==> config.mk <==
export PLATFORM = sky130hd
export DESIGN_NAME = dht11_responder
export DESIGN_NICKNAME = d
export VERILOG_FILES = /design/src/rtl/dht11_pkg.sv /design/src/rtl/dht11_responder_us_timer.sv /design/src/rtl/dht11_responder.sv
export SDC_FILE = /design/constraint.sdc
export NUM_CORES = 1
export LEC_CHECK = 0
export ABC_CLOCK_PERIOD_IN_PS = 3700
export CORE_MARGIN = 2
export CORE_UTILIZATION = 45
export CTS_CLUSTER_SIZE = 14
export DETAILED_ROUTE_END_ITERATION = 8
export GPL_TIMING_DRIVEN = 0
export PLACE_DENSITY = 0.67
export SLEW_MARGIN = 20
export SYNTH_ARGS = -nofsm -noshare
export SYNTH_HDL_FRONTEND = slang
export SYNTH_SLANG_ARGS = --single-unit
==> constraint.sdc <==
create_clock -name clock -period 3.7 [get_ports clock]
set_clock_uncertainty 0.2 [all_clocks]
set_input_delay 0.555 -clock clock [delete_from_list [all_inputs] [get_ports clock]]
set_output_delay 0.555 -clock clock [all_outputs]
set_load 0.02 [all_outputs]
==> src/rtl/dht11_pkg.sv <==
// rtl/dht11_pkg.sv - shared states, timing defaults and helpers for the DHT11 responder
package dht11_pkg;

    typedef enum logic [2:0] {
        IDLE,
        HOST_LOW,
        RESP_DELAY,
        ACK_LOW,
        ACK_HIGH,
        BIT_LOW,
        BIT_HIGH,
        END_LOW
    } state_e;

    localparam int unsigned DEF_CLK_PER_US   = 50;
    localparam int unsigned DEF_START_MIN_US = 18000;
    localparam int unsigned DEF_RESP_DELAY_US = 30;
    localparam int unsigned DEF_ACK_LOW_US   = 80;
    localparam int unsigned DEF_ACK_HIGH_US  = 80;
    localparam int unsigned DEF_BIT_LOW_US   = 50;
    localparam int unsigned DEF_ZERO_HIGH_US = 26;
    localparam int unsigned DEF_ONE_HIGH_US  = 70;
    localparam int unsigned DEF_END_LOW_US   = 50;

    localparam int unsigned FRAME_BITS = 40;
    localparam int          US_W       = 16;

    // True on the last cycle of a phase of dur microseconds: the microsecond
    // currently in progress is the one that completes the duration.
    function automatic logic phase_end(input logic [US_W-1:0] elapsed,
                                       input logic            tick,
                                       input logic [US_W-1:0] dur);
        return tick && (({1'b0, elapsed} + 17'd1) >= {1'b0, dur});
    endfunction

    function automatic logic [7:0] checksum(input logic [7:0] a, input logic [7:0] b,
                                            input logic [7:0] c, input logic [7:0] d);
        return a + b + c + d;
    endfunction

endpackage

==> src/rtl/dht11_responder_us_timer.sv <==
// rtl/dht11_responder_us_timer.sv - cycle prescaler plus saturating microsecond counter
module us_timer
    import dht11_pkg::*;
#(
    parameter int unsigned CLK_PER_US = DEF_CLK_PER_US
) (
    input  logic            clock,
    input  logic            reset,
    input  logic            clear,
    input  logic            enable,
    output logic [US_W-1:0] elapsed_us,
    output logic            tick
);

    localparam logic [15:0] CYC_LAST = 16'(CLK_PER_US - 1);

    logic [15:0]     cyc_q, cyc_d;
    logic [US_W-1:0] us_q, us_d;

    assign tick       = enable && (cyc_q == CYC_LAST);
    assign elapsed_us = us_q;

    always_comb begin
        cyc_d = cyc_q;
        us_d  = us_q;
        if (clear) begin
            cyc_d = '0;
            us_d  = '0;
        end else if (enable) begin
            if (cyc_q == CYC_LAST) begin
                cyc_d = '0;
                if (us_q != '1) begin
                    us_d = us_q + 1'b1;
                end
            end else begin
                cyc_d = cyc_q + 16'd1;
            end
        end
    end

    always_ff @(posedge clock) begin
        if (!reset) begin
            cyc_q <= '0;
            us_q  <= '0;
        end else begin
            cyc_q <= cyc_d;
            us_q  <= us_d;
        end
    end

endmodule

==> src/rtl/dht11_responder.sv <==
// rtl/dht11_responder.sv - DHT11 sensor-side responder driving the single-wire line via dir/send
module dht11_responder
    import dht11_pkg::*;
#(
    parameter int unsigned CLK_PER_US    = DEF_CLK_PER_US,
    parameter int unsigned START_MIN_US  = DEF_START_MIN_US,
    parameter int unsigned RESP_DELAY_US = DEF_RESP_DELAY_US,
    parameter int unsigned ACK_LOW_US    = DEF_ACK_LOW_US,
    parameter int unsigned ACK_HIGH_US   = DEF_ACK_HIGH_US,
    parameter int unsigned BIT_LOW_US    = DEF_BIT_LOW_US,
    parameter int unsigned ZERO_HIGH_US  = DEF_ZERO_HIGH_US,
    parameter int unsigned ONE_HIGH_US   = DEF_ONE_HIGH_US,
    parameter int unsigned END_LOW_US    = DEF_END_LOW_US
) (
    input  logic       clock,
    input  logic       reset,
    input  logic       read,
    output logic       dir,
    output logic       send,
    input  logic [7:0] hum_int,
    input  logic [7:0] hum_dec,
    input  logic [7:0] temp_int,
    input  logic [7:0] temp_dec,
    output logic       busy,
    output logic       done
);

    localparam logic [US_W-1:0] START_US  = US_W'(START_MIN_US);
    localparam logic [US_W-1:0] RESP_US   = US_W'(RESP_DELAY_US);
    localparam logic [US_W-1:0] ACKL_US   = US_W'(ACK_LOW_US);
    localparam logic [US_W-1:0] ACKH_US   = US_W'(ACK_HIGH_US);
    localparam logic [US_W-1:0] BITL_US   = US_W'(BIT_LOW_US);
    localparam logic [US_W-1:0] ZERO_US   = US_W'(ZERO_HIGH_US);
    localparam logic [US_W-1:0] ONE_US    = US_W'(ONE_HIGH_US);
    localparam logic [US_W-1:0] ENDL_US   = US_W'(END_LOW_US);
    localparam logic [5:0]      LAST_BIT  = 6'(FRAME_BITS - 1);

    state_e          state_q, state_d;
    logic [1:0]      sync_q, sync_d;
    logic [39:0]     shift_q, shift_d;
    logic [5:0]      bit_cnt_q, bit_cnt_d;
    logic            dir_q, dir_d;
    logic            send_q, send_d;
    logic            busy_q, busy_d;
    logic            done_q, done_d;
    logic            timer_clear;
    logic            timer_en;
    logic            tick;
    logic            rd_s;
    logic [US_W-1:0] elapsed_us;

    assign rd_s     = sync_q[1];
    assign sync_d   = {sync_q[0], read};
    assign timer_en = (state_q != IDLE);

    us_timer #(
        .CLK_PER_US(CLK_PER_US)
    ) u_timer (
        .clock     (clock),
        .reset     (reset),
        .clear     (timer_clear),
        .enable    (timer_en),
        .elapsed_us(elapsed_us),
        .tick      (tick)
    );

    always_comb begin
        state_d     = state_q;
        shift_d     = shift_q;
        bit_cnt_d   = bit_cnt_q;
        timer_clear = 1'b0;
        done_d      = 1'b0;
        unique case (state_q)
            IDLE: begin
                if (!rd_s) begin
                    state_d     = HOST_LOW;
                    timer_clear = 1'b1;
                end
            end
            HOST_LOW: begin
                if (rd_s) begin
                    timer_clear = 1'b1;
                    if (elapsed_us >= START_US) begin
                        state_d   = RESP_DELAY;
                        shift_d   = {hum_int, hum_dec, temp_int, temp_dec,
                                     checksum(hum_int, hum_dec, temp_int, temp_dec)};
                        bit_cnt_d = '0;
                    end else begin
                        state_d = IDLE;
                    end
                end
            end
            RESP_DELAY: begin
                if (phase_end(elapsed_us, tick, RESP_US)) begin
                    state_d     = ACK_LOW;
                    timer_clear = 1'b1;
                end
            end
            ACK_LOW: begin
                if (phase_end(elapsed_us, tick, ACKL_US)) begin
                    state_d     = ACK_HIGH;
                    timer_clear = 1'b1;
                end
            end
            ACK_HIGH: begin
                if (phase_end(elapsed_us, tick, ACKH_US)) begin
                    state_d     = BIT_LOW;
                    timer_clear = 1'b1;
                end
            end
            BIT_LOW: begin
                if (phase_end(elapsed_us, tick, BITL_US)) begin
                    state_d     = BIT_HIGH;
                    timer_clear = 1'b1;
                end
            end
            BIT_HIGH: begin
                // The bit on the wire is always the MSB of the shift register.
                if (phase_end(elapsed_us, tick, shift_q[39] ? ONE_US : ZERO_US)) begin
                    timer_clear = 1'b1;
                    shift_d     = {shift_q[38:0], 1'b0};
                    bit_cnt_d   = bit_cnt_q + 6'd1;
                    state_d     = (bit_cnt_q == LAST_BIT) ? END_LOW : BIT_LOW;
                end
            end
            END_LOW: begin
                if (phase_end(elapsed_us, tick, ENDL_US)) begin
                    state_d     = IDLE;
                    timer_clear = 1'b1;
                    done_d      = 1'b1;
                end
            end
            default: begin
                state_d = IDLE;
            end
        endcase

        dir_d  = state_d inside {ACK_LOW, ACK_HIGH, BIT_LOW, BIT_HIGH, END_LOW};
        send_d = !(state_d inside {ACK_LOW, BIT_LOW, END_LOW});
        busy_d = !(state_d inside {IDLE, HOST_LOW});
    end

    always_ff @(posedge clock) begin
        if (!reset) begin
            state_q   <= IDLE;
            sync_q    <= 2'b11;
            shift_q   <= '0;
            bit_cnt_q <= '0;
            dir_q     <= 1'b0;
            send_q    <= 1'b1;
            busy_q    <= 1'b0;
            done_q    <= 1'b0;
        end else begin
            state_q   <= state_d;
            sync_q    <= sync_d;
            shift_q   <= shift_d;
            bit_cnt_q <= bit_cnt_d;
            dir_q     <= dir_d;
            send_q    <= send_d;
            busy_q    <= busy_d;
            done_q    <= done_d;
        end
    end

    assign dir  = dir_q;
    assign send = send_q;
    assign busy = busy_q;
    assign done = done_q;

endmodule

==> impl_metrics.env <==
export IMPL_yosys_cell_types_count=71
export IMPL_die_w_um=113
export IMPL_core_area_um2=11500
export IMPL_routabilityCongestion=0.881
export IMPL_clk_path_buf_depth=2
export IMPL_yosys_area_top_type="dfxtp_1"
export IMPL_detail_route_antenna_nets=0
export IMPL_routed_via_density=5.60
export IMPL_period_needed_ns=3.52
export IMPL_grt_ovfl_total=0
export IMPL_crit_fanout=2
export IMPL_path_delay_family="adder cells"
export IMPL_synth_top_area_share=0.327
export IMPL_synthToLayoutAreaGrowth_pct=17.3
export IMPL_avgSynthCellArea_um2=8.67
export IMPL_pwr_density_cell_nw_per_um2=350
export IMPL_crit_type="input port to flop"
export IMPL_critPathRequiredTime_ns=3.78
export IMPL_core_rowCount=39
export IMPL_drc=0
export IMPL_crit_path_frequent_cell="fa_1"
export IMPL_clk_latency_ns=0.35
export IMPL_crit_path_cell_trace="clkdlybuf4s50_1 -> fa_1 -> fa_1 -> inv_1 -> fa_2 -> nor2b_2 -> o21ai_0 -> nand2b_1 -> a21o_1 -> a21oi_2 -> xnor2_1 -> a211o_1 -> a21boi_1"
export IMPL_routed_via_count=4556
export IMPL_cp_arrival_ns=3.60
export IMPL_worst_hold_slack_ns=0.207
export IMPL_setup_worst_path_end_class="flop"
export IMPL_grt_pass1_vias=4486
export IMPL_numPortBuffers=38
export IMPL_die_h_um=113
export IMPL_stdcell_count=813
export IMPL_finalNetCount=731
export IMPL_status="finished, final reports clean"
export IMPL_wirelength_um=12400
export IMPL_maxCapViolCount=0
export IMPL_die_area_um2=12700
export IMPL_synth_cells=614
export IMPL_ioPinCount=39
export IMPL_cts_sinks=87
export IMPL_max_slew_margin_rel=0.377
export IMPL_ys_flop_type="dfxtp_1"
export IMPL_avgRoutedWirePerCell_um=15.3
export IMPL_synthArstFlopShare=0
export IMPL_syn_nets=680
export IMPL_initial_core_util=0.464
export IMPL_setup_worst_path_start_class="input port"
export IMPL_dp_hpwl_um=9470
export IMPL_placed_cells=795
export IMPL_power_leakage_nw=2.76
export IMPL_drive_gt1_frac=0.128
export IMPL_antenna_found_initial=0
export IMPL_slew_violations=0
export IMPL_grt_pass1_wl_um=21300
export IMPL_diodes=0
export IMPL_ys_seq_area_frac=0.327
export IMPL_clk_pin_slew_ns=0.07
export IMPL_timing_final_ws_setup_ns=0.181
export IMPL_cts_tree="yes"
export IMPL_tightest_slew_ns=0.927
export IMPL_peakVddDrop_mv=0.312
export IMPL_root_buffer="clkbuf_16"
export IMPL_netlist_top_cells_area="dfxtp_1, nand2_1, o211a_1"
export IMPL_hp_class="flop to flop"
export IMPL_dr_pass1_iters=5
export IMPL_drtIter0Drc=289
export IMPL_ys_warnings_count=0
export IMPL_ys_seq_elements=87
export IMPL_htreeDepth=3
export IMPL_worst_path_buf_inv=2
export IMPL_synth_edff_count=0
export IMPL_hold_violations=0
export IMPL_grt_max_degree=16
export IMPL_fin_crit_sh=0.951
export IMPL_slowest_delay_ns=0.52
export IMPL_syn_area_um2=5320
export IMPL_numCtsBuffers=9
export IMPL_synth_most_common_cell="nand2_1"
export IMPL_slowest_stage="fa_1"
export IMPL_grt_usage=0.204
export IMPL_setup_viol=0
export IMPL_pre_cts_ws_ns=-0.524
export IMPL_synth_common_cells="nand2_1, dfxtp_1, nand3_1"
export IMPL_fmax_ghz=0.284
## final cells by class
| cell class | instances | area [µm²] |
|---|---|---|
| Sequential cell | 87 | 1740 |
| Fill cell | 1088 | 5230 |
| Clock buffer | 10 | 229 |
| Clock inverter | 6 | 70.1 |
| Timing Repair Buffer | 40 | 404 |
| Buffer | 40 | 248 |
| Inverter | 13 | 48.8 |
| Tap cell | 143 | 179 |
| Multi-Input combinational cell | 474 | 3320 |
## sequential cells by signal, summed over array words and instances (netlist names)
register / cells
sync_q: 2
u_timer.elapsed_us: 16
send: 1
busy: 1
u_timer.cyc_q: 16
state_q: 3
done: 1
dir: 1
shift_q: 40
bit_cnt_q: 6
## path summary, 6_finish.rpt
| path | start | endpoint | slack [ns] | cells past startpoint |
|---|---|---|---|---|
| worst min register to register | sync_q[0]$_SDFF_PN1_ | sync_q[1]$_SDFF_PN1_ | 0.21 | 1 |
| worst min-delay path | sync_q[0]$_SDFF_PN1_ | sync_q[1]$_SDFF_PN1_ | 0.21 | 1 |
| worst max-delay path | temp_int[2] | shift_q[7]$_SDFFE_PN0P_ | 0.18 | 13 |
| worst max register to register | u_timer.elapsed_us[0]$_SDFFE_PP0P_ | shift_q[10]$_SDFFE_PN0P_ | 0.25 | 13 |
## logic make-up after synthesis
kind of cell | share of synthesized area
xor+xnor | 0.0724
compound gates | 0.176
flops | 0.327
mux | 0.00799
buf+inv | 0.0552
fa+ha+maj | 0.0926
simple gates | 0.268
## worst reg2reg max path, stage by stage, from the launching register on
cell and delay [ns]:
dfxtp_2 0.40, ha_1 0.16, buf_2 0.20, and3_1 0.28, xnor2_1 0.15, ha_1 0.24
a21boi_0 0.13, o41a_1 0.42, nor2_1 0.13, and3_1 0.27, o21ai_2 0.13, buf_2 0.21
buf_2 0.20, o211a_1 0.23
## stage by stage
stage	instance area [µm²]	utilization	TNS (ns)	total power, W
floorplan	5320	-	0	0.00116
global placement	5880	0.513	-0.648	0.00125
detailed placement	5880	0.513	-0.737	0.00126
CTS	6200	0.540	0	0.00219
global route	6240	0.544	-0.0192	0.00228
finish	6240	0.544	0	0.00218
## placed cells by master, fill, tap and decap left out, types with 13 or more instances in the layout
master           synthesis  layout
nand2_1                106     106
inv_1                   13      13
nor2_1                  26      26
clkdlybuf4s50_1          0      30
a21oi_1                 17      16
o211a_1                 37      37
nor2_2                  20      20
xor2_1                  20      20
xnor2_1                 24      24
ha_1                    17      16
dfxtp_1                 87      85
clkbuf_1                20      19
nand3_1                 48      48
## routing by layer
layer  GRT usage  up-vias  part of all wire
met4      0.0707        0             0.023
met5           0        -                 0
li1            -     2272                 -
met3      0.0455       23             0.043
met1       0.257     2166              0.45
met2       0.346       95              0.49
## power breakdown
group	internal (W)	switching (W)	total, W
Clock	0.000527	0.000393	0.000920
Combinational	0.000159	0.000163	0.000322
Sequential	0.000939	0.00000220	0.000941
Total	0.00162	0.000559	0.00218
## what timing repair did
| action | CTS | global route |
|---|---|---|
| cloned | 0 | 0 |
| setup endpoints to repair | 21 | 46 |
| buffers inserted | 2 | 0 |
| gates resized for setup | 5 | 17 |
| pin swaps | 1 | 4 |
| hold buffers | 0 | 0 |
(Power assumes the default switching activity.)
